==> config.mk <==
export PLATFORM = sky130hd
export DESIGN_NAME = cache_mem_arbiter
export DESIGN_NICKNAME = d
export VERILOG_FILES = /design/src/rtl/rv32i_types.sv /design/src/rtl/line_burst_buffer.sv /design/src/rtl/cache_mem_arbiter.sv
export SDC_FILE = /design/constraint.sdc
export NUM_CORES = 1
export LEC_CHECK = 0
export ABC_CLOCK_PERIOD_IN_PS = 5450
export BUFFER_PORTS_ARGS = -buffer_cell sky130_fd_sc_hd__buf_4
export CORE_AREA = 2 2 389 391
export DETAILED_ROUTE_END_ITERATION = 7
export DIE_AREA = 0 0 391 393
export PLACE_DENSITY = 0.36
export SLEW_MARGIN = 20
export SYNTH_ARGS = -nofsm -noshare
export SYNTH_HDL_FRONTEND = slang
export SYNTH_HIERARCHICAL = 1
export SYNTH_SLANG_ARGS = --single-unit
==> constraint.sdc <==
create_clock -name clk -period 5.45 [get_ports clk]
set_input_delay 1.09 -clock clk [delete_from_list [all_inputs] [get_ports clk]]
set_output_delay 1.09 -clock clk [all_outputs]
set_load 0.01 [all_outputs]
==> src/rtl/rv32i_types.sv <==
// Shared types and constants for the cache/memory arbiter slice.
//   arb_state_t : arbiter FSM states
//   LINE_W      : cache line width in bits
//   BEAT_W      : memory burst beat width in bits
//   BEATS       : beats per line
//   OFFSET_BITS : line-offset bits cleared from burst addresses
package rv32i_types;

    localparam int unsigned LINE_W      = 32'd256;
    localparam int unsigned BEAT_W      = 32'd64;
    localparam int unsigned BEATS       = LINE_W / BEAT_W;
    localparam int unsigned OFFSET_BITS = 32'd5;

    typedef enum logic [2:0] {
        IDLE = 3'd0,
        I_RD = 3'd1,
        D_RD = 3'd2,
        D_WR = 3'd3,
        DONE = 3'd4
    } arb_state_t;

    // Clear the in-line byte offset so memory always sees a line-aligned address.
    function automatic logic [31:0] line_align(input logic [31:0] addr);
        return addr & ~((32'd1 << OFFSET_BITS) - 32'd1);
    endfunction

endpackage

==> src/rtl/line_burst_buffer.sv <==
// Line register plus beat counter for one 4-beat burst.
//   clk, rst_n  : clock, asynchronous active-low reset
//   beat_adv    : a beat was accepted this cycle (pmem_resp inside a burst)
//   capture     : store rdata_beat into the current beat slot (read bursts)
//   rdata_beat  : incoming memory beat
//   wdata_line  : outgoing write-back line
//   wdata_beat  : slice of wdata_line selected by the beat counter
//   line        : assembled read line (holds until the next read overwrites it)
//   last_beat   : the counter points at the final beat of the line
module line_burst_buffer #(
    parameter int unsigned LINE_W = rv32i_types::LINE_W,
    parameter int unsigned BEAT_W = rv32i_types::BEAT_W,
    parameter int unsigned BEATS  = rv32i_types::BEATS
) (
    input  logic              clk,
    input  logic              rst_n,
    input  logic              beat_adv,
    input  logic              capture,
    input  logic [BEAT_W-1:0] rdata_beat,
    input  logic [LINE_W-1:0] wdata_line,
    output logic [BEAT_W-1:0] wdata_beat,
    output logic [LINE_W-1:0] line,
    output logic              last_beat
);

    localparam int unsigned CNT_W = $clog2(BEATS);

    logic [CNT_W-1:0]  beat_r;
    logic [LINE_W-1:0] line_r;
    logic              last_beat_s;

    assign last_beat_s = (beat_r == CNT_W'(BEATS - 32'd1));
    assign last_beat   = last_beat_s;
    assign line        = line_r;
    assign wdata_beat  = wdata_line[beat_r * BEAT_W +: BEAT_W];

    // Beat counter: steps once per accepted beat and wraps after the last one.
    always_ff @(posedge clk or negedge rst_n) begin
        if (!rst_n) begin
            beat_r <= '0;
        end else if (beat_adv) begin
            if (last_beat_s) begin
                beat_r <= '0;
            end else begin
                beat_r <= beat_r + CNT_W'(32'd1);
            end
        end
    end

    // Line buffer: drop each read beat into its slot; cleared by reset only.
    always_ff @(posedge clk or negedge rst_n) begin
        if (!rst_n) begin
            line_r <= '0;
        end else if (capture) begin
            line_r[beat_r * BEAT_W +: BEAT_W] <= rdata_beat;
        end
    end

endmodule

==> src/rtl/cache_mem_arbiter.sv <==
// Round-robin arbiter sharing one burst memory port between I-cache and
// D-cache line traffic. One 256-bit line per grant, moved as 4 x 64-bit beats.
//   clk, rst               : clock, asynchronous active-low reset
//   i_read/i_addr          : I-cache line read request (level) and address
//   i_rdata/i_resp         : returned line and one-cycle completion pulse
//   d_read/d_write/d_addr  : D-cache read / write-back request and address
//   d_wdata                : write-back line
//   d_rdata/d_resp         : returned line and one-cycle completion pulse
//   pmem_read/pmem_write   : burst request, held for the whole burst
//   pmem_addr              : line-aligned burst address
//   pmem_wdata             : current write beat
//   pmem_rdata/pmem_resp   : current read beat / per-beat handshake
module cache_mem_arbiter #(
    parameter int unsigned LINE_W = rv32i_types::LINE_W,
    parameter int unsigned BEAT_W = rv32i_types::BEAT_W,
    parameter int unsigned BEATS  = rv32i_types::BEATS
) (
    input  logic              clk,
    input  logic              rst,
    input  logic              i_read,
    input  logic [31:0]       i_addr,
    output logic [LINE_W-1:0] i_rdata,
    output logic              i_resp,
    input  logic              d_read,
    input  logic              d_write,
    input  logic [31:0]       d_addr,
    input  logic [LINE_W-1:0] d_wdata,
    output logic [LINE_W-1:0] d_rdata,
    output logic              d_resp,
    output logic              pmem_read,
    output logic              pmem_write,
    output logic [31:0]       pmem_addr,
    output logic [BEAT_W-1:0] pmem_wdata,
    input  logic [BEAT_W-1:0] pmem_rdata,
    input  logic              pmem_resp
);

    import rv32i_types::*;

    arb_state_t        state_r;
    arb_state_t        next_state_s;
    logic              last_d_r;
    logic [31:0]       addr_r;
    logic              pmem_read_r;
    logic              pmem_write_r;
    logic              i_resp_r;
    logic              d_resp_r;
    logic              d_req_s;
    logic              burst_s;
    logic              read_burst_s;
    logic              beat_adv_s;
    logic              last_beat_s;
    logic [LINE_W-1:0] line_s;

    assign d_req_s      = d_read | d_write;
    assign read_burst_s = (state_r == I_RD) || (state_r == D_RD);
    assign burst_s      = read_burst_s || (state_r == D_WR);
    assign beat_adv_s   = burst_s & pmem_resp;

    line_burst_buffer #(
        .LINE_W (LINE_W),
        .BEAT_W (BEAT_W),
        .BEATS  (BEATS)
    ) u_buf (
        .clk        (clk),
        .rst_n      (rst),
        .beat_adv   (beat_adv_s),
        .capture    (read_burst_s & pmem_resp),
        .rdata_beat (pmem_rdata),
        .wdata_line (d_wdata),
        .wdata_beat (pmem_wdata),
        .line       (line_s),
        .last_beat  (last_beat_s)
    );

    // Next-state decode; on a tie the requester not served last wins, and a
    // write-back beats a read if the D-cache raises both.
    always_comb begin
        next_state_s = state_r;
        case (state_r)
            IDLE: begin
                if (d_req_s && (!i_read || !last_d_r)) begin
                    if (d_write) begin
                        next_state_s = D_WR;
                    end else begin
                        next_state_s = D_RD;
                    end
                end else if (i_read) begin
                    next_state_s = I_RD;
                end else begin
                    next_state_s = IDLE;
                end
            end
            I_RD, D_RD, D_WR: begin
                if (beat_adv_s && last_beat_s) begin
                    next_state_s = DONE;
                end else begin
                    next_state_s = state_r;
                end
            end
            DONE:    next_state_s = IDLE;
            default: next_state_s = IDLE;
        endcase
    end

    // State register.
    always_ff @(posedge clk or negedge rst) begin
        if (!rst) begin
            state_r <= IDLE;
        end else begin
            state_r <= next_state_s;
        end
    end

    // Outputs registered from the state being entered, so they line up with
    // the state itself while staying glitch-free.
    always_ff @(posedge clk or negedge rst) begin
        if (!rst) begin
            pmem_read_r  <= 1'b0;
            pmem_write_r <= 1'b0;
            i_resp_r     <= 1'b0;
            d_resp_r     <= 1'b0;
        end else begin
            pmem_read_r  <= (next_state_s == I_RD) || (next_state_s == D_RD);
            pmem_write_r <= (next_state_s == D_WR);
            i_resp_r     <= (state_r == I_RD) && (next_state_s == DONE);
            d_resp_r     <= ((state_r == D_RD) || (state_r == D_WR)) && (next_state_s == DONE);
        end
    end

    // Address latch at grant time; later requester address changes are ignored.
    always_ff @(posedge clk or negedge rst) begin
        if (!rst) begin
            addr_r <= 32'h0000_0000;
        end else if (state_r == IDLE) begin
            if (next_state_s == I_RD) begin
                addr_r <= line_align(i_addr);
            end else if ((next_state_s == D_RD) || (next_state_s == D_WR)) begin
                addr_r <= line_align(d_addr);
            end
        end
    end

    // Round-robin history: remember whether D was the one just answered.
    always_ff @(posedge clk or negedge rst) begin
        if (!rst) begin
            last_d_r <= 1'b0;
        end else if (state_r == DONE) begin
            last_d_r <= d_resp_r;
        end
    end

    assign pmem_read  = pmem_read_r;
    assign pmem_write = pmem_write_r;
    assign pmem_addr  = addr_r;
    assign i_resp     = i_resp_r;
    assign d_resp     = d_resp_r;
    assign i_rdata    = line_s;
    assign d_rdata    = line_s;

endmodule

==> impl_metrics.json <==
{
  "power_frac_seq_pct": 28.4,
  "cts_resized": 0,
  "place_area_um2": 22900,
  "critical_path_class": "reg2out",
  "leakagePower_nw": 11.5,
  "post-route-period-util_pct": 76.6,
  "hold_class": "in2async",
  "maxCapViolations": 0,
  "worst_slew_pin_slew_ns": 1.06,
  "holdWs_ns": 0.461,
  "antenna_found_initial": 21,
  "antenna_left": 0,
  "ios": 1002,
  "cts_tree": "done",
  "met1_usage_pct": 15.8,
  "die_area_um2": 154000,
  "use_met3_pct": 3.79,
  "area_growth_syn_to_layout_pct": 57.9,
  "pwr-share-clk_pct": 19.0,
  "synth_edf_count": 0,
  "finalWirelength_mm": 99.6,
  "rows": 142,
  "yosys.area.top_type_share_pct": 47.6,
  "grt_pass1_wl_mm": 129,
  "place_congestion": 0.876,
  "rsz0062_at_grt": "false",
  "grtUsageTotal_pct": 12.4,
  "htreeDepth": 2,
  "clk_latency_ns": 0.58,
  "synth_area_leaders": "dfrtp_1 48%, a32o_1 16%, buf_4 13%",
  "crit_path_start_kind": "register",
  "yosys_most_used_dff": "dfrtp_1",
  "via_per_inst": 3.55,
  "yosysUniqueCellTypes": 42,
  "finalInstanceArea_um2": 24300,
  "hold_viol_final": 0,
  "p_int_w": 0.00803,
  "finalNetCount": 2283,
  "syn_area_um2": 15400,
  "combPwrFrac_pct": 52.5,
  "yosysMostFrequentCell": "dfrtp_1",
  "cts_setup_buffers": 0,
  "drc": 0,
  "slew_viol_final": 0,
  "timing.fmax_mhz": 240,
  "clockRootBuffer": "clkbuf_16",
  "drt_pass1_iterations": 4,
  "globalRoute.busiestLayer": "met2",
  "numCtsBuffers": 39,
  "start_util_pct": 10.3,
  "grt_max_degree": 85,
  "required_ns": 4.36,
  "min_period_ns": 4.17,
  "final.setup_skew_ns": 0.0211,
  "p_per_area_nw_per_um2": 582,
  "die_height_um": 393,
  "cp_max_fo": 43,
  "ys_ff_latch": 293,
  "syn_area_per_cell_um2": 12.8,
  "path_clk_slew_ns": 0.06,
  "peakVddDrop_uv": 263,
  "dr_total_vias": 13737,
  "wl_per_cell_um": 25.7,
  "worstSetupEndpointType": "output pin",
  "setup_viol_count_final": 0,
  "first_iter_violations": 877,
  "cts_buffer_depth": 3,
  "synth_top_cell_by_area": "dfrtp_1",
  "ys_seq_area_share_pct": 47.6,
  "critPathArrivalTime_ns": 3.08,
  "coreArea_um2": 149000,
  "dp_hpwl_mm": 78.0,
  "overflow": 0,
  "grt_pass1_vias": 13787,
  "layout-drive-gt1-share_pct": 61.9,
  "gr-usage-met2_pct": 20.1,
  "swShare_pct": 43.2,
  "power_switching_w": 0.00611,
  "outcome": "completed",
  "clkSinkCount": 293,
  "holdBufCountCts": 0,
  "tns_ns": 0,
  "portBuffers": 986,
  "power.total_w": 0.0141,
  "async_reset_ff_share_pct": 100,
  "die_w_um": 391,
  "syn_inst": 1200,
  "relSlewSlack_pct": 29.4,
  "netlist_top_cells_count": "293 x dfrtp_1, 266 x buf_4, 239 x a32o_1",
  "yosys_warnings": 6
}
[worst max-delay path: stages, from the launching register on]
cell     delay [ns]
dfrtp_4        0.82
buf_4          0.78
mux4_2         0.69
buf_4          0.18
[metal layers]
metal	wire (um)	up-vias
li1	-	5750
met2	46500	674
met5	103	-
met4	2320	16
met3	7600	107
met1	43100	7190
[final timing paths]
check | from | endpoint | slack, ns | cells after the start
min in group clk | u_buf/line[72] | u_buf/line[72] | 0.52 | 1
worst max-delay path | u_buf/beat_r[0] | pmem_wdata[27] | 1.28 | 3
worst max register to register | state_r[0] | u_buf/line[73] | 2.01 | 6
worst min-delay path | rst | pmem_addr[18] | 0.46 | 1
worst min register to register | u_buf/line[72] | u_buf/line[72] | 0.52 | 1
max in group asynchronous | rst | u_buf/line[87] | 3.91 | 2
[power by group through the flow]
stage          clock network (W)  registers (W)  logic, W
6_report                 0.00269        0.00402   0.00742
5_1_grt                  0.00288        0.00414   0.00791
4_1_cts                  0.00282        0.00405   0.00757
3_5_place_dp                   0        0.00407   0.00755
3_3_place_gp                   0        0.00405   0.00759
2_1_floorplan                  0        0.00387   0.00385
[cell families after synthesis]
kind of cell / Yosys count / synth area share, %
compound gates: 320 / 19.8
mux: 65 / 9.44
fa+ha+maj: 6 / 0.488
other cells: 1 / 0.0244
simple gates: 113 / 4.59
xor+xnor: 1 / 0.0569
flops: 293 / 47.6
buf+inv: 401 / 17.9
[sequential cells by signal, indices dropped and copies added, names as in the netlist, 2 cells and up]
signal / count
u_buf/line: 256
u_buf/beat_r: 2
pmem_addr: 27
state_r: 3
[stage by stage]
step           utilization, %  worst slack (ns)  instances
2_1_floorplan               -              2.79       1204
3_3_place_gp             15.4              1.35       3790
3_5_place_dp             15.4              1.40       3790
4_1_cts                  16.3              1.16       3857
5_1_grt                  16.3              1.02       3857
6_report                 16.3              1.28       3869
[final cells by class]
type	instances	area, um^2
antenna	12	30.0
clock buffer	56	1170
clock inverter	11	160
fill	16550	125000
inverter	29	109
multi-input combinational	510	5410
sequential	293	7340
tap	1944	2430
timing repair buffer	1014	7660
[cell usage in the layout (no fill, tap or decap), drive strengths merged, types with 4 or more instances in the layout]
master	count
o2bb2ai	19
nand3	18
a32o	239
a22oi	27
conb	5
ha	6
buf	1014
inv	33
clkbuf	56
o21ai	30
diode	12
and2	66
dfrtp	293
nand2	9
clkinv	4
mux4	64
Power figures use the tool's default switching activity.
